$ cat src/rtl/dport_axi_mo.sv
// dport_axi_mo
//   Bridge from the LSU data-cache request interface to an AXI4 master port.
//   Keeps up to MAX_OUTSTANDING transactions in flight on a single AXI ID and
//   buffers pending requests in a small queue. Responses return in request
//   order together with the tag supplied at request time. A change between
//   read and write direction waits until every in-flight transaction has been
//   acknowledged, so reads and writes never overlap on the bus.
//
// Ports
//   clk, rst            rising-edge clock, asynchronous active-high reset
//   mem_*_i             request side: address, write data, read flag, byte
//                       strobes (nonzero = write), tag; cache-maintenance
//                       hints are accepted but ignored
//   mem_accept_o        request taken this cycle
//   mem_ack_o           response valid (combinational from bvalid/rvalid)
//   mem_error_o         response error
//   mem_data_rd_o       read data (passed straight from rdata)
//   mem_resp_tag_o      tag of the request being acknowledged
//   outstanding_o       number of issued, unacknowledged transactions
//   axi_aw*/w*/b*/ar*/r* AXI4 master channels (bready/rready tied high)
module dport_axi_mo #(
  parameter int REQ_DEPTH       = 2,
  parameter int REQ_ADDR_W      = 1,
  parameter int MAX_OUTSTANDING = 4,
  parameter int OUTS_W          = 3,
  parameter int RESP_DEPTH      = 8,
  parameter int RESP_ADDR_W     = 3,
  parameter int TAG_W           = 11
) (
  input  logic              clk,
  input  logic              rst,
  input  logic [31:0]       mem_addr_i,
  input  logic [31:0]       mem_data_wr_i,
  input  logic              mem_rd_i,
  input  logic [3:0]        mem_wr_i,
  input  logic              mem_cacheable_i,
  input  logic [TAG_W-1:0]  mem_req_tag_i,
  input  logic              mem_invalidate_i,
  input  logic              mem_writeback_i,
  input  logic              mem_flush_i,
  output logic [31:0]       mem_data_rd_o,
  output logic              mem_accept_o,
  output logic              mem_ack_o,
  output logic              mem_error_o,
  output logic [TAG_W-1:0]  mem_resp_tag_o,
  output logic [OUTS_W-1:0] outstanding_o,
  output logic              axi_awvalid_o,
  output logic [31:0]       axi_awaddr_o,
  input  logic              axi_awready_i,
  output logic              axi_wvalid_o,
  output logic [31:0]       axi_wdata_o,
  output logic [3:0]        axi_wstrb_o,
  input  logic              axi_wready_i,
  input  logic              axi_bvalid_i,
  input  logic [1:0]        axi_bresp_i,
  output logic              axi_bready_o,
  output logic              axi_arvalid_o,
  output logic [31:0]       axi_araddr_o,
  input  logic              axi_arready_i,
  input  logic              axi_rvalid_i,
  input  logic [31:0]       axi_rdata_i,
  input  logic [1:0]        axi_rresp_i,
  output logic              axi_rready_o
);

  typedef enum logic {
    DIR_WR = 1'b0,
    DIR_RD = 1'b1
  } dir_e;

  typedef struct packed {
    dir_e        dir;
    logic [3:0]  strb;
    logic [31:0] data;
    logic [29:0] addr;
  } req_t;

  // Request queue = registered head entry + REQ_DEPTH-deep buffer behind it,
  // giving REQ_DEPTH+1 requests of storage before back-pressure.
  req_t                  head_q, head_d;
  logic                  head_vld_q, head_vld_d;
  req_t                  buf_q [REQ_DEPTH];
  req_t                  buf_d [REQ_DEPTH];
  logic [REQ_ADDR_W-1:0] buf_rd_q, buf_rd_d, buf_wr_q, buf_wr_d;
  logic [REQ_ADDR_W:0]   buf_cnt_q, buf_cnt_d;

  logic [TAG_W-1:0]      tag_q [RESP_DEPTH];
  logic [TAG_W-1:0]      tag_d [RESP_DEPTH];
  logic [RESP_ADDR_W:0]  tag_wr_q, tag_wr_d, tag_rd_q, tag_rd_d;

  logic [OUTS_W-1:0]     out_cnt_q, out_cnt_d;
  dir_e                  last_dir_q, last_dir_d;
  logic                  aw_done_q, aw_done_d;
  logic                  w_done_q, w_done_d;

  logic req_vld, req_full, tag_full, push;
  logic head_load, buf_push, buf_pop;
  logic eligible, head_rd, head_wr;
  logic aw_hs, w_hs, issue, ack, ack_ok;
  req_t new_req;

  logic unused_ok;
  assign unused_ok = ^{mem_cacheable_i, mem_invalidate_i, mem_writeback_i,
                       mem_flush_i, mem_addr_i[1:0]};

  always_comb begin
    req_vld      = mem_rd_i | (|mem_wr_i);
    req_full     = head_vld_q & (buf_cnt_q == (REQ_ADDR_W+1)'(REQ_DEPTH));
    tag_full     = (tag_wr_q - tag_rd_q) == (RESP_ADDR_W+1)'(RESP_DEPTH);
    mem_accept_o = ~req_full & ~tag_full;
    push         = req_vld & mem_accept_o;

    new_req      = '0;
    new_req.dir  = mem_rd_i ? DIR_RD : DIR_WR;
    new_req.strb = mem_wr_i;
    new_req.data = mem_data_wr_i;
    new_req.addr = mem_addr_i[31:2];

    eligible = head_vld_q & (out_cnt_q < OUTS_W'(MAX_OUTSTANDING)) &
               ((out_cnt_q == '0) | (head_q.dir == last_dir_q));
    head_rd  = eligible & (head_q.dir == DIR_RD);
    head_wr  = eligible & (head_q.dir == DIR_WR);

    axi_arvalid_o = head_rd;
    axi_awvalid_o = head_wr & ~aw_done_q;
    axi_wvalid_o  = head_wr & ~w_done_q;
    axi_araddr_o  = {head_q.addr, 2'b00};
    axi_awaddr_o  = {head_q.addr, 2'b00};
    axi_wdata_o   = head_q.data;
    axi_wstrb_o   = head_q.strb;
    axi_bready_o  = 1'b1;
    axi_rready_o  = 1'b1;

    aw_hs = axi_awvalid_o & axi_awready_i;
    w_hs  = axi_wvalid_o & axi_wready_i;
    issue = (head_rd & axi_arready_i) |
            (head_wr & (aw_done_q | aw_hs) & (w_done_q | w_hs));

    // Both valids together count as one ack; B wins for the error flag.
    // An ack with nothing outstanding is ignored beyond the mem_ack_o pulse.
    ack            = axi_bvalid_i | axi_rvalid_i;
    ack_ok         = ack & (out_cnt_q != '0);
    mem_ack_o      = ack;
    mem_error_o    = axi_bvalid_i ? (axi_bresp_i != 2'b00) : (axi_rresp_i != 2'b00);
    mem_data_rd_o  = axi_rdata_i;
    mem_resp_tag_o = tag_q[tag_rd_q[RESP_ADDR_W-1:0]];
    outstanding_o  = out_cnt_q;

    // A new request goes straight into the head register only when the
    // buffer is empty and the head slot is free (or being vacated now).
    head_load = push & (~head_vld_q | issue) & (buf_cnt_q == '0);
    buf_push  = push & ~head_load;
    buf_pop   = issue & (buf_cnt_q != '0);
  end

  always_comb begin
    head_d     = head_q;
    head_vld_d = head_vld_q;
    buf_d      = buf_q;
    buf_rd_d   = buf_rd_q;
    buf_wr_d   = buf_wr_q;
    buf_cnt_d  = buf_cnt_q;
    tag_d      = tag_q;
    tag_wr_d   = tag_wr_q;
    tag_rd_d   = tag_rd_q;
    out_cnt_d  = out_cnt_q;
    last_dir_d = last_dir_q;
    aw_done_d  = aw_done_q;
    w_done_d   = w_done_q;

    if (issue) begin
      head_vld_d = 1'b0;
      last_dir_d = head_q.dir;
    end
    if (buf_pop) begin
      head_d     = buf_q[buf_rd_q];
      head_vld_d = 1'b1;
      buf_rd_d   = buf_rd_q + REQ_ADDR_W'(1);
    end
    if (head_load) begin
      head_d     = new_req;
      head_vld_d = 1'b1;
    end
    if (buf_push) begin
      buf_d[buf_wr_q] = new_req;
      buf_wr_d        = buf_wr_q + REQ_ADDR_W'(1);
    end
    case ({buf_push, buf_pop})
      2'b10:   buf_cnt_d = buf_cnt_q + (REQ_ADDR_W+1)'(1);
      2'b01:   buf_cnt_d = buf_cnt_q - (REQ_ADDR_W+1)'(1);
      default: buf_cnt_d = buf_cnt_q;
    endcase

    if (push) begin
      tag_d[tag_wr_q[RESP_ADDR_W-1:0]] = mem_req_tag_i;
      tag_wr_d = tag_wr_q + (RESP_ADDR_W+1)'(1);
    end
    if (ack_ok) begin
      tag_rd_d = tag_rd_q + (RESP_ADDR_W+1)'(1);
    end

    case ({issue, ack_ok})
      2'b10:   out_cnt_d = out_cnt_q + OUTS_W'(1);
      2'b01:   out_cnt_d = out_cnt_q - OUTS_W'(1);
      default: out_cnt_d = out_cnt_q;
    endcase

    // Each write channel is masked once it has handshaken ahead of the other.
    if (issue) begin
      aw_done_d = 1'b0;
      w_done_d  = 1'b0;
    end else begin
      aw_done_d = aw_done_q | aw_hs;
      w_done_d  = w_done_q | w_hs;
    end
  end

  always_ff @(posedge clk or posedge rst) begin
    if (rst) begin
      head_q     <= '0;
      head_vld_q <= 1'b0;
      for (int unsigned i = 0; i < REQ_DEPTH; i++) buf_q[i] <= '0;
      buf_rd_q   <= '0;
      buf_wr_q   <= '0;
      buf_cnt_q  <= '0;
      for (int unsigned i = 0; i < RESP_DEPTH; i++) tag_q[i] <= '0;
      tag_wr_q   <= '0;
      tag_rd_q   <= '0;
      out_cnt_q  <= '0;
      last_dir_q <= DIR_RD;
      aw_done_q  <= 1'b0;
      w_done_q   <= 1'b0;
    end else begin
      head_q     <= head_d;
      head_vld_q <= head_vld_d;
      buf_q      <= buf_d;
      buf_rd_q   <= buf_rd_d;
      buf_wr_q   <= buf_wr_d;
      buf_cnt_q  <= buf_cnt_d;
      tag_q      <= tag_d;
      tag_wr_q   <= tag_wr_d;
      tag_rd_q   <= tag_rd_d;
      out_cnt_q  <= out_cnt_d;
      last_dir_q <= last_dir_d;
      aw_done_q  <= aw_done_d;
      w_done_q   <= w_done_d;
    end
  end

endmodule
$ cat config.mk
export PLATFORM = sky130hd
export DESIGN_NAME = dport_axi_mo
export DESIGN_NICKNAME = d
export VERILOG_FILES = /design/src/rtl/dport_axi_mo.sv
export SDC_FILE = /design/constraint.sdc
export NUM_CORES = 1
export LEC_CHECK = 0
export BUFFER_PORTS_ARGS = -buffer_cell sky130_fd_sc_hd__buf_2
export CORE_ASPECT_RATIO = 1.1
export CORE_MARGIN = 3
export CORE_UTILIZATION = 58
export CTS_BUF_LIST = sky130_fd_sc_hd__clkbuf_2
export CTS_CLUSTER_DIAMETER = 40
export DETAILED_ROUTE_END_ITERATION = 6
export PLACE_DENSITY = 0.83
export SYNTH_ARGS = -nofsm -noshare
export SYNTH_HDL_FRONTEND = slang
export SYNTH_SLANG_ARGS = --single-unit
$ cat constraint.sdc
create_clock -name clk -period 12.09 [get_ports clk]
set_input_delay 0.6045 -clock clk [delete_from_list [all_inputs] [get_ports clk]]
set_output_delay 0.6045 -clock clk [all_outputs]
set_load 0.02 [all_outputs]
# After elaboration in Yosys (flattened, before gate mapping)
# Cells that the tools add are included.
[word_totals] regBits=308 latch_bits=0 ramBits=0 mem_bits_ro=0 input_bits=127 output_inout_bits=154 word_cells=126 mem_count=0
[classes] n_addsub=9 mul=0 div=0 order_cmp=7 eq_ne=7 n_shift=0 n_mux=23 bitwise_logic=37 reduce_logical=13
[op_table] op="$mux 67" count=6
[op_table] op="$bwmux 134" count=1
[op_table] op="$bwmux 88" count=1
[op_table] op="$demux 67 s1" count=1
[op_table] op="$bmux 11 s3" count=1
[op_table] op="$demux 11 s3" count=1
[op_table] op="$mux 11" count=3
[op_table] op="$and 1x1->1" count=19
[op_table] op="$reduce_bool 2->1" count=6
[op_table] op="$add 4x1->4 const B" count=2
[op_table] op="$ge 4x4->1 const B" count=2
[op_table] op="$not 3->4" count=2
[op_table] op="$mux 1" count=7
[op_table] op="$not 1->1" count=7
[op_table] op="$or 1x1->1" count=7
[op_table] op="$eq 2x2->1 const B" count=3
[op_table] op="$pmux 3 s2" count=1
[op_table] op="$reduce_bool 3->1" count=2
[op_table] op="$eq 2x1->1 const B" count=2
[op_table] op="$eq 4x4->1 const B" count=1
[op_table] op="$ge 2x2->1 const B" count=2
[op_table] op="$lt 4x1->1 const B" count=1
[op_table] op="$not 1->2" count=2
[op_table] op="$pmux 2 s2" count=1
[op_table] op="other kinds (13)" count=15

# Logic depth before layout (Yosys ltp)
[depth] depth_word=17 ltp_mapped=13 ltp_nobuf=10

# Worst setup path before layout
# No wires, ideal clock.
[synth_timing] path_kind="register to register" start="reg tag_rd_q[1]" end="reg buf_q[128] (netlist name)" setup_time_ns=0.125 t_arrival_ns=3.208 required_time_ns=11.965 path_slack_ns=8.757 stages_incl_launch_ff=13 n_path_buf=5 synth_period_minus_slack_ns=3.333 path_cell_list="dfrtp_1 -> clkbuf_1 -> clkbuf_1 -> inv_1 -> ha_1 -> and3b_1 -> or3_1 -> and4_1 -> buf_2 -> nor4_4 -> buf_2 -> buf_4 -> mux2_2"
[synth_between] elab_chain_len=9
[synth_rtl] item="start: declaration" line_no="89" source="logic [RESP_ADDR_W:0] tag_wr_q, tag_wr_d, tag_rd_q, tag_rd_d;"
[synth_rtl] item="start signal: assignment" line_no="242" source="tag_rd_q <= tag_rd_d;"
[synth_rtl] item="$sub 4x4->4 *" line_no="109" source="tag_full = (tag_wr_q - tag_rd_q) == (RESP_ADDR_W+1)'(RESP_DEPTH);"
[synth_rtl] item="$eq 4x4->1 *" line_no="109"
[synth_rtl] item="$not 1->1 *" line_no="110" source="mem_accept_o = ~req_full & ~tag_full;"
[synth_rtl] item="$and 1x1->1 *" line_no="110"
[synth_rtl] item="$and 1x1->1 *" line_no="111" source="push = req_vld & mem_accept_o;"
[synth_rtl] item="$and 1x1->1 (2 in series)" line_no="151" source="head_load = push & (~head_vld_q | issue) & (buf_cnt_q == '0);"
[synth_rtl] item="$not 1->1" line_no="152" source="buf_push = push & ~head_load;"
[synth_rtl] item="$and 1x1->1 *" line_no="152"
[synth_rtl] item="end signal: assignment" line_no="236" source="buf_q <= buf_d;"
[synth_rtl] item="end: declaration" line_no="82" source="req_t buf_q [REQ_DEPTH];"
# Every way passes the cells marked *; elsewhere a longest branch is shown, timed or not.
# A chain may end at the register's enable or synchronous reset.

# Final worst setup path
[layout_timing] start="reg tag_rd_q[2]" end="reg tag_q[2] (netlist name)"
[layout_between] elab_chain_len=5
[layout_rtl] item="$sub 4x4->4" line_no="109"
[layout_rtl] item="$eq 4x4->1" line_no="109"
[layout_rtl] item="$not 1->1" line_no="110"
[layout_rtl] item="$and 1x1->1" line_no="110"
[layout_rtl] item="$and 1x1->1" line_no="111"
[layout_rtl] item="end signal: assignment" line_no="240" source="tag_q <= tag_d;"
[layout_rtl] item="end: declaration" line_no="87" source="logic [TAG_W-1:0] tag_q [RESP_DEPTH];"
# Every way passes these cells.

==> impl_metrics.yaml <==
floorplan:
  dieArea_sq_um: 28100
  die_x_microns: 160
  initial_core_util_pct: 59.4
  core_sq_um: 25500
  std_cell_rows: 61
  io_pins: 281
  fp.dieH_microns: 175
setup_path:
  rr_worst_depth: 8
  critPathSlowestCell: "nor4_2"
  worst_ep_arrival_time_ns: 4.95
  reg2reg_to: "tag_q[2]"
  cp-startpoint: "tag_rd_q[2]"
  ff2ff_setup_slack_ns: 7.79
  start_kind: "register"
  crit_path_cell_trace: "inv_1, ha_1, and3b_1, or3_1, and4_1, nor4_2, buf_4, mux2_2"
  cp_data_required_time_ns: 12.74
  crit_type: "register to register"
  path_max_fanout: 14
  reg2reg_from: "tag_rd_q[2]"
  max_stage_delay_ns: 0.81
  crit_end: "tag_q[2]"
  end_kind: "register"
cells_and_area:
  drive_gt1_share_pct: 59.0
  area_delta_synth_final_pct: 11.2
  nets: 1391
  fin_util_pct: 66.1
  nFillCells: 1865
sta:
  max_freq_mhz: 233
  finalSetupViolCount: 0
  final_max_slew_viol_count: 0
  tightest_slew_ns: 1.10
  fin_setup_tns_ns: 0
  slew-limit-headroom_pct: 26.9
  skew_ns: 0.0811
  rsz0062_at_grt: "no"
  finalCritPeriodShare_pct: 35.6
  hold_violations: 0
  period_needed_ns: 4.30
global_route:
  grt_pass1_wl_microns: 51000
  antenna_found_initial: 2
  grt_pass1_vias: 9967
  grt-ovfl-total: 0
  grt_start_max_net_pins: 155
  grt_usage_pct: 22.3
clocking:
  cts-root-buf: "clkbuf_2"
  cts_setup_buffers: 0
  cts_buffers: 78
  htreeDepth: 3
  clock_path_buffers: 3
  cts_tree: "done"
  clock-sinks: 308
  clkTransAtPathRegs_ns: 0.09
  cts_hold_buffers: 64
  clock_latency_ns: 0.83
  postCtsResizedCells: 0
synth:
  synthSimpleGateAreaFrac_pct: 2.88
  ys_top_cells_by_area: "dfrtp_1 (51%), mux2_2 (29%), buf_4 (6.8%), mux4_2 (3.3%), mux2_1 (2.2%)"
  yosys.area.top_type: "dfrtp_1"
  ys_ff_latch: 308
  synth.top_cell.area_share_pct: 50.7
  synth-warning-count: 0
  synth.most_common_cell: "mux2_2"
  seq_area_frac_synth_pct: 50.9
  synth_compound_area_share_pct: 0.810
  synth_edf_count: 0
  ys_async_sr_fraction_pct: 100
  syn_area_per_cell_sq_um: 14.0
  synthMuxAreaShare_pct: 34.9
  ys_types: 49
  synth_top_family_by_area: "multiplexers"
  syn_inst: 1078
  synth_ff_type: "dfrtp_1"
  synth_xor_area_share_pct: 0.926
  synthTopCellsByCount: "mux2_2 (394), dfrtp_1 (307), buf_4 (138)"
  syn_area_sq_um: 15100
  synth_fa_ha_area_share_pct: 0.711
route:
  wire_per_inst_microns: 18.5
  drtAntennaViolNets: 0
  drt_iter0_drc: 366
  drtPass1Iterations: 6
  via_count: 8954
  drc: 0
  via_per_inst: 5.43
  wirelength_microns: 30600
flow_run:
  max-cap-violations: 0
pwr:
  power_leakage_nw: 7.56
  seqPwrFrac_pct: 35.5
  p_switching_mw: 2.00
  powerDensity_nw_per_um2: 316
  switching_share_pct: 37.5
  clkPwrFrac_pct: 12.9
  combPwrFrac_pct: 51.6
  intPower_mw: 3.33
  peakVddDrop_mv: 0.194
outcome:
  status: "finished clean"
placed_design:
  dp.final_hpwl_microns: 18400
  routabilityCongestion: 0.737
  numPortBuffers: 204
hold_path:
  hold_class: "input port to async pin"
flip-flops by register name, indices dropped and copies added, names as in the netlist, 2 cells and up:
register / flops
axi_araddr_o: 30
axi_wdata_o: 32
axi_wstrb_o: 4
buf_cnt_q: 2
buf_q: 134
outstanding_o: 3
tag_q: 88
tag_rd_q: 4
tag_wr_q: 4
per-stage QoR:
stage               instances  power [mW]  hold slack, ns  worst slack [ns]  instance area [sq um]
floorplan                1082        4.23           0.460              2.97                  15200
global placement         1458        4.54           0.474              7.80                  15500
detailed placement       1458        4.66           0.491              7.75                  15500
CTS                      1649        5.38        0.000829              7.73                  16800
global route             1650        5.71          0.0155              7.51                  16800
finish                   1650        5.33          0.0220              7.79                  16800
worst max-delay path, delay by kind of cell (launching register included):
family,cells,cell delay [ns]
fa+ha+maj,1,0.45
buf+inv,2,0.76
flops,1,0.74
mux,1,0.34
simple gates,4,1.87
cells in the final DEF (no fill, tap or decap), types with 2 or more instances in the layout:
master           n
dfrtp_1        306
nand4_1          3
mux2_2         394
and4_1           2
mux4_2          22
nand2_1         41
o21ai_0          2
nand2b_1         4
nor3_1           2
mux2_1          30
and2_1           2
clkinv_1         7
a21oi_1          4
or3_1            2
nand3_1          2
inv_1            8
conb_1           6
clkbuf_2       116
ha_1             7
xor2_1           6
nor2_1          10
nor4_4           6
dlygate4sd3_1   64
xnor2_1         10
bufinv_16        2
buf_2          204
buf_4           14
kinds of logic (layout without fill, tap and decap cells):
group	Yosys count	count (layout)
mux	447	447
flops	308	308
buf+inv	197	418
simple gates	84	84
compound gates	16	16
xor+xnor	16	16
fa+ha+maj	8	8
other cells	2	7
worst min path at each step:
| stage | cells past startpoint | to | slack, ns | from |
|---|---|---|---|---|
| 2_1_floorplan | 2 | last_dir_q | 0.46 | last_dir_q |
| 3_3_place_gp | 2 | last_dir_q | 0.47 | last_dir_q |
| 3_5_place_dp | 1 | buf_q[24] | 0.49 | buf_q[24] |
| 4_1_cts | 2 | axi_wdata_o[27] | 0.0008 | mem_data_wr_i[27] |
| 5_1_grt | 2 | buf_q[102] | 0.02 | rst |
| 6_report | 2 | axi_wdata_o[14] | 0.02 | rst |
layer usage:
metal  vias to the layer above  share of wire, %  GRT usage, %
met1                      4549                40          26.7
met5                         -             0.042             0
met2                       255                51          38.6
met4                         2               2.9          8.97
li1                       4073                 -             -
met3                        75               5.7          5.80
final cells by class:
type	instances	area, sq um	share of cell area, %
clock inverter	11	95.1	0.565
timing repair buffer	282	1770	10.5
antenna	1	2.50	0.0149
multi-input combinational	577	6210	36.9
tap	346	433	2.57
sequential	308	7710	45.8
clock buffer	116	581	3.45
inverter	9	41.3	0.245
power by group through the flow:
stage	clock network [mW]	registers (mW)	logic [mW]
3_5_place_dp	0	1.91	2.75
3_3_place_gp	0	1.87	2.67
5_1_grt	0.776	1.96	2.98
6_report	0.687	1.89	2.75
4_1_cts	0.716	1.89	2.78
2_1_floorplan	0	1.82	2.42
No activity file was read; power rests on OpenSTA's default activity.
